==> src/rtl/hazard_controller_pkg.sv <==
// Shared types for the hazard controller: state encodings and opcode constants.
// Optional HAZARD_PERF_CNT_EN feature lives in hazard_controller.sv.
package hazard_controller_pkg;

    localparam int HZ_STATE_WIDTH = 2;

    typedef enum logic [HZ_STATE_WIDTH-1:0] {
        HZ_IDLE     = 2'd0,
        HZ_LOAD_USE = 2'd1,
        HZ_MEM_WAIT = 2'd2,
        HZ_FLUSH    = 2'd3
    } hz_state_e;

    localparam logic [6:0] LOAD_WORD  = 7'b0000011;
    localparam logic [6:0] STORE_WORD = 7'b0100011;

    function automatic logic hz_is_load(input logic [6:0] opcode);
        return opcode == LOAD_WORD;
    endfunction

    function automatic logic hz_is_store(input logic [6:0] opcode);
        return opcode == STORE_WORD;
    endfunction

endpackage

==> src/rtl/hazard_detect.sv <==
// Load-use comparator: execute-stage load whose rd feeds a decode source.
module hazard_detect
    import hazard_controller_pkg::*;
#(
    parameter int AWIDTH = 5
) (
    input  logic              ex_ce,
    input  logic              ex_is_load,
    input  logic [AWIDTH-1:0] ex_rd,
    input  logic              id_ce,
    input  logic [AWIDTH-1:0] rs1,
    input  logic [AWIDTH-1:0] rs2,
    output logic              lu_hit
);

    logic rd_nz;
    logic rd_match;

    assign rd_nz    = |ex_rd;
    assign rd_match = (ex_rd == rs1) | (ex_rd == rs2);
    assign lu_hit   = ex_ce & ex_is_load & rd_nz & id_ce & rd_match;

endmodule

==> src/rtl/hazard_controller.sv <==
// Stall/flush sequencer for the 5-stage pipeline (load-use, memory wait, redirect).
// Define HAZARD_PERF_CNT_EN to add stall-cycle and flush-event counters.
module hazard_controller
    import hazard_controller_pkg::*;
#(
    parameter int AWIDTH       = 5,
    parameter int FLUSH_CYCLES = 2,
    parameter int MEM_TIMEOUT  = 15,
    parameter int CWIDTH       = 4
) (
    input  logic              hz_clk,
    input  logic              hz_rst,
    input  logic              hz_i_id_ce,
    input  logic [AWIDTH-1:0] hz_i_id_addr_rs1,
    input  logic [AWIDTH-1:0] hz_i_id_addr_rs2,
    input  logic              hz_i_ex_ce,
    input  logic              hz_i_ex_is_load,
    input  logic [AWIDTH-1:0] hz_i_ex_addr_rd,
    input  logic              hz_i_change_pc,
    input  logic              hz_i_mem_req,
    input  logic              hz_i_mem_ack,
    output logic              hz_o_stall_if,
    output logic              hz_o_stall_id,
    output logic              hz_o_stall_ex,
    output logic              hz_o_flush_id,
    output logic              hz_o_flush_ex,
    output logic              hz_o_timeout,
    output logic [1:0]        hz_o_state
`ifdef HAZARD_PERF_CNT_EN
    ,
    output logic [31:0]       hz_o_stall_cycles,
    output logic [15:0]       hz_o_flush_events
`endif
);

    localparam logic [CWIDTH-1:0] FLUSH_LOAD = CWIDTH'(FLUSH_CYCLES - 1);
    localparam logic [CWIDTH-1:0] TMO_LIMIT  = CWIDTH'(MEM_TIMEOUT);
    localparam logic [CWIDTH-1:0] CNT_MAX    = '1;
    localparam logic [CWIDTH-1:0] CNT_ONE    = CWIDTH'(1);
    localparam hz_state_e FLUSH_NEXT =
        (FLUSH_CYCLES > 1) ? HZ_FLUSH : HZ_IDLE;

    hz_state_e         state_q;
    hz_state_e         state_d;
    logic [CWIDTH-1:0] cnt_q;
    logic [CWIDTH-1:0] cnt_d;
    logic              pend_q;
    logic              pend_d;
    logic              timeout_q;
    logic              timeout_d;

    logic lu_hit;
    logic mem_stall;
    logic tmo_now;
    logic stall_if;
    logic stall_id;
    logic stall_ex;
    logic flush_id;
    logic flush_ex;

    hazard_detect #(
        .AWIDTH(AWIDTH)
    ) u_detect (
        .ex_ce      (hz_i_ex_ce),
        .ex_is_load (hz_i_ex_is_load),
        .ex_rd      (hz_i_ex_addr_rd),
        .id_ce      (hz_i_id_ce),
        .rs1        (hz_i_id_addr_rs1),
        .rs2        (hz_i_id_addr_rs2),
        .lu_hit     (lu_hit)
    );

    assign mem_stall = hz_i_mem_req & ~hz_i_mem_ack;

    always_ff @(posedge hz_clk or posedge hz_rst) begin
        if (hz_rst) begin
            state_q   <= HZ_IDLE;
            cnt_q     <= '0;
            pend_q    <= 1'b0;
            timeout_q <= 1'b0;
        end else begin
            state_q   <= state_d;
            cnt_q     <= cnt_d;
            pend_q    <= pend_d;
            timeout_q <= timeout_d;
        end
    end

    always_comb begin
        state_d   = state_q;
        cnt_d     = cnt_q;
        pend_d    = pend_q;
        timeout_d = timeout_q;
        tmo_now   = 1'b0;
        stall_if  = 1'b0;
        stall_id  = 1'b0;
        stall_ex  = 1'b0;
        flush_id  = 1'b0;
        flush_ex  = 1'b0;
        unique case (state_q)
            HZ_IDLE, HZ_LOAD_USE: begin
                state_d = HZ_IDLE;
                if (hz_i_change_pc) begin
                    flush_id = 1'b1;
                    flush_ex = 1'b1;
                    state_d  = FLUSH_NEXT;
                    cnt_d    = FLUSH_LOAD;
                end else if (mem_stall) begin
                    stall_if = 1'b1;
                    stall_id = 1'b1;
                    stall_ex = 1'b1;
                    state_d  = HZ_MEM_WAIT;
                    cnt_d    = CNT_ONE;
                end else if (lu_hit) begin
                    stall_if = 1'b1;
                    stall_id = 1'b1;
                    flush_ex = 1'b1;
                    state_d  = HZ_LOAD_USE;
                end
            end
            HZ_MEM_WAIT: begin
                if (hz_i_mem_ack) begin
                    pend_d = 1'b0;
                    // deferred redirect gets its front-end kill now
                    if (pend_q | hz_i_change_pc) begin
                        flush_id = 1'b1;
                        flush_ex = 1'b1;
                        state_d  = FLUSH_NEXT;
                        cnt_d    = FLUSH_LOAD;
                    end else begin
                        state_d = HZ_IDLE;
                        cnt_d   = '0;
                    end
                end else if (cnt_q == TMO_LIMIT) begin
                    tmo_now   = 1'b1;
                    timeout_d = 1'b1;
                    pend_d    = 1'b0;
                    state_d   = HZ_IDLE;
                    cnt_d     = '0;
                end else begin
                    stall_if = 1'b1;
                    stall_id = 1'b1;
                    stall_ex = 1'b1;
                    cnt_d    = (cnt_q == CNT_MAX) ? cnt_q : cnt_q + CNT_ONE;
                    if (hz_i_change_pc) begin
                        pend_d = 1'b1;
                    end
                end
            end
            HZ_FLUSH: begin
                flush_id = 1'b1;
                if (hz_i_change_pc) begin
                    flush_ex = 1'b1;
                    state_d  = FLUSH_NEXT;
                    cnt_d    = FLUSH_LOAD;
                end else if (cnt_q <= CNT_ONE) begin
                    state_d = HZ_IDLE;
                    cnt_d   = '0;
                end else begin
                    cnt_d = cnt_q - CNT_ONE;
                end
            end
            default: begin
                state_d = HZ_IDLE;
            end
        endcase
    end

    // outputs are forced quiet while reset is held
    assign hz_o_stall_if = stall_if & ~hz_rst;
    assign hz_o_stall_id = stall_id & ~hz_rst;
    assign hz_o_stall_ex = stall_ex & ~hz_rst;
    assign hz_o_flush_id = flush_id & ~hz_rst;
    assign hz_o_flush_ex = flush_ex & ~hz_rst;
    assign hz_o_timeout  = (timeout_q | tmo_now) & ~hz_rst;
    assign hz_o_state    = state_q;

`ifdef HAZARD_PERF_CNT_EN
    logic [31:0] stall_cycles_q;
    logic [15:0] flush_events_q;
    logic        any_stall;
    logic        pc_seen;

    assign any_stall = hz_o_stall_if | hz_o_stall_id | hz_o_stall_ex;
    assign pc_seen   = hz_i_change_pc & ~tmo_now;

    always_ff @(posedge hz_clk or posedge hz_rst) begin
        if (hz_rst) begin
            stall_cycles_q <= '0;
            flush_events_q <= '0;
        end else begin
            if (any_stall) begin
                stall_cycles_q <= stall_cycles_q + 32'd1;
            end
            if (pc_seen) begin
                flush_events_q <= flush_events_q + 16'd1;
            end
        end
    end

    assign hz_o_stall_cycles = stall_cycles_q;
    assign hz_o_flush_events = flush_events_q;
`endif

endmodule

==> config.mk <==
export PLATFORM = sky130hd
export DESIGN_NAME = hazard_controller
export DESIGN_NICKNAME = d
export VERILOG_FILES = /design/src/rtl/hazard_controller_pkg.sv /design/src/rtl/hazard_detect.sv /design/src/rtl/hazard_controller.sv
export SDC_FILE = /design/constraint.sdc
export NUM_CORES = 1
export LEC_CHECK = 0
export ABC_AREA = 1
export BUFFER_PORTS_ARGS = -buffer_cell sky130_fd_sc_hd__clkbuf_2
export CAP_MARGIN = 40
export CORE_MARGIN = 3
export CORE_UTILIZATION = 45
export CTS_CLUSTER_DIAMETER = 120
export DETAILED_ROUTE_END_ITERATION = 8
export HOLD_SLACK_MARGIN = 0.05
export PLACE_DENSITY_LB_ADDON = 0.1
export SYNTH_ARGS = -nofsm -noshare
export SYNTH_HDL_FRONTEND = slang
export SYNTH_HIERARCHICAL = 1
export SYNTH_SLANG_ARGS = --single-unit
==> constraint.sdc <==
create_clock -name hz_clk -period 2 [get_ports hz_clk]
set_input_delay 0.1 -clock hz_clk [delete_from_list [all_inputs] [get_ports hz_clk]]
set_output_delay 0.1 -clock hz_clk [all_outputs]
set_load 0.05 [all_outputs]
==> results_dict.tcl <==
set metrics [dict create \
    syn_inst 140 \
    cts_tree "yes" \
    cap_violations 0 \
    area_delta_synth_final_pct 23.7 \
    grt_pass1_wl_microns 3410 \
    clock_latency_ns 0.26 \
    track_usage 0.179 \
    synth_seq_cells 8 \
    slew_headroom 0.761 \
    grt_max_degree 9 \
    final_cell_mix "39 x nand2_1, 30 x clkbuf_2, 28 x inv_1" \
    core_area_sq_um 1760 \
    finalHoldViolations 0 \
    irDropWorstVdd_mv 0.585 \
    slew_violations 0 \
    yosys-top-cells-area "dfrtp_1 23%, nand2_1 17%, inv_1 12%, nor2_1 6.5%, nand3_1 4.7%" \
    grt-ovfl-total 0 \
    crit_fanout 5 \
    synth_enable_flop_cells 0 \
    dr_total_vias 944 \
    crit_required_ns 1.90 \
    synth-seq-area-share 0.233 \
    synth_top_area_cell "dfrtp_1" \
    netlist.area_leader.share 0.233 \
    ys.flop_type "dfrtp_1" \
    syn_avg_cell_area_sq_um 6.15 \
    drtAntennaViolNets 0 \
    row_count 15 \
    hp-class "in2reg" \
    wire_per_inst_microns 10.0 \
    portBuffers 30 \
    synth_warnings 6 \
    drt-initial-drc-count 9 \
    cts.clk_slew.worst_paths_ns 0.06 \
    clkSinkCount 8 \
    worstSetupStartpointType "flip-flop" \
    antenna_cells 0 \
    max_clock_freq_mhz 559 \
    min_period_ns 1.79 \
    hpwlAfterDp_microns 1670 \
    htreeDepth 1 \
    dpl_cell_area_sq_um 1030 \
    root_buffer "clkbuf_4" \
    io-pin-count 31 \
    tightest_slew_ns 0.355 \
    drive_above_1_share 0.273 \
    p_total_mw 1.19 \
    final_common_cell "nand2_1" \
    final.setup_skew_ns 0.00357 \
    rsz0062_at_grt "no" \
    antenna_found_initial 0 \
    finalInstanceArea_sq_um 1060 \
    drc_errors 0 \
    post_cts_buffers 0 \
    synth_area_sq_um 861 \
    fin_crit_sh 0.895 \
    gp_congestion 0.904 \
    finalSetupViolCount 0 \
    cts_buffers 3 \
    die_w_microns 49.7 \
    cts_resized 0 \
    viasPerCell 4.79 \
    final_nets 200 \
    cts_buffer_depth 2 \
    outcome "finished, final reports clean" \
    cts_hold_buf 1 \
    synthArstFlopShare 1.00 \
    crit_path_end_kind "output port" \
    p_leak_nw 0.640 \
    yosysUniqueCellTypes 24 \
    die_h_microns 49.7 \
    dr.pass1.iters 5 \
    grt_pass1_vias 910 \
    dieArea_sq_um 2470 \
    power.density_nw_per_um2 1120 \
    path_class "reg2out" \
    routed_wl_microns 1970 \
    start_util 0.488 \
    arrival_ns 1.69 \
    syn-num-nets 166 \
]
-- path summary, 6_finish.rpt --
path                       slack [ns]            from  cells past startpoint            end
min in group asynchronous        0.44          hz_rst                      3      timeout_q
hold / removal                   0.23  hz_i_change_pc                      4  hz_o_state[1]
setup reg to reg                 0.58        cnt_q[0]                      8  hz_o_state[1]
max in group asynchronous        1.32          hz_rst                      3       cnt_q[3]
hold reg to reg                  0.48       timeout_q                      2      timeout_q
setup / recovery                 0.21        cnt_q[0]                      5   hz_o_timeout
-- report_power, final --
group	total, mW	internal, mW	switching, mW
registers	0.302	0.224	0.0777
clock network	0.132	0.0692	0.0627
logic	0.756	0.241	0.515
-- area by class of cell --
class	instances	area (sq um)
well taps	25	31.3
flip-flops and latches	8	200
clock buffers	3	22.5
inverters	31	116
fillers	178	699
repair buffers	31	160
multi-input cells	99	534
-- state kept, by name (all words and copies together), names as in the netlist --
register / flops
hz_o_state: 2
pend_q: 1
timeout_q: 1
cnt_q: 4
-- per-stage QoR --
step	hold slack, ns	TNS [ns]	std cells	util	setup slack [ns]
floorplan	-0.0843	-0.0185	140	-	-0.0185
global placement	0.141	0	193	0.585	0.544
detailed placement	0.149	0	193	0.585	0.489
CTS	0.226	0	197	0.604	0.201
global route	0.254	0	197	0.604	0.128
finish	0.230	0	197	0.604	0.210
-- logic make-up after synthesis --
group | after synthesis | synth area share
DFF | 8 | 0.233
adders and majority gates | 3 | 0.0436
AOI/OAI and AO/OA | 15 | 0.102
and+or+nand+nor | 76 | 0.414
buffers and inverters | 33 | 0.157
xor gates and xnor gates | 5 | 0.0509
-- routing by layer --
| metal | track usage | wire [microns] |
|---|---|---|
| met5 | 0 | 0 |
| met4 | 0.0876 | 27 |
| met3 | 0.0514 | 121 |
| met2 | 0.322 | 1020 |
| met1 | 0.189 | 804 |
-- worst max-delay path, stage by stage, from the launching register on --
cell      delay, ns
dfrtp_1        0.42
ha_1           0.22
nand3_2        0.11
or2_4          0.28
a21oi_2        0.12
clkbuf_2       0.29
-- synth_stat cells, types with 2 or more instances --
| cell type | instances |
|---|---|
| o211ai_1 | 2 |
| ha_1 | 3 |
| inv_2 | 2 |
| nand3_2 | 3 |
| xor2_1 | 2 |
| nand4_1 | 4 |
| xnor2_1 | 3 |
| inv_1 | 28 |
| nand2_2 | 2 |
| o21ai_0 | 6 |
| dfrtp_1 | 8 |
| nand2_1 | 39 |
| nor2_1 | 15 |
| a21oi_2 | 2 |
| a21oi_1 | 5 |
| nand3_1 | 8 |
Note: power is estimated with default switching activity, not from simulation.
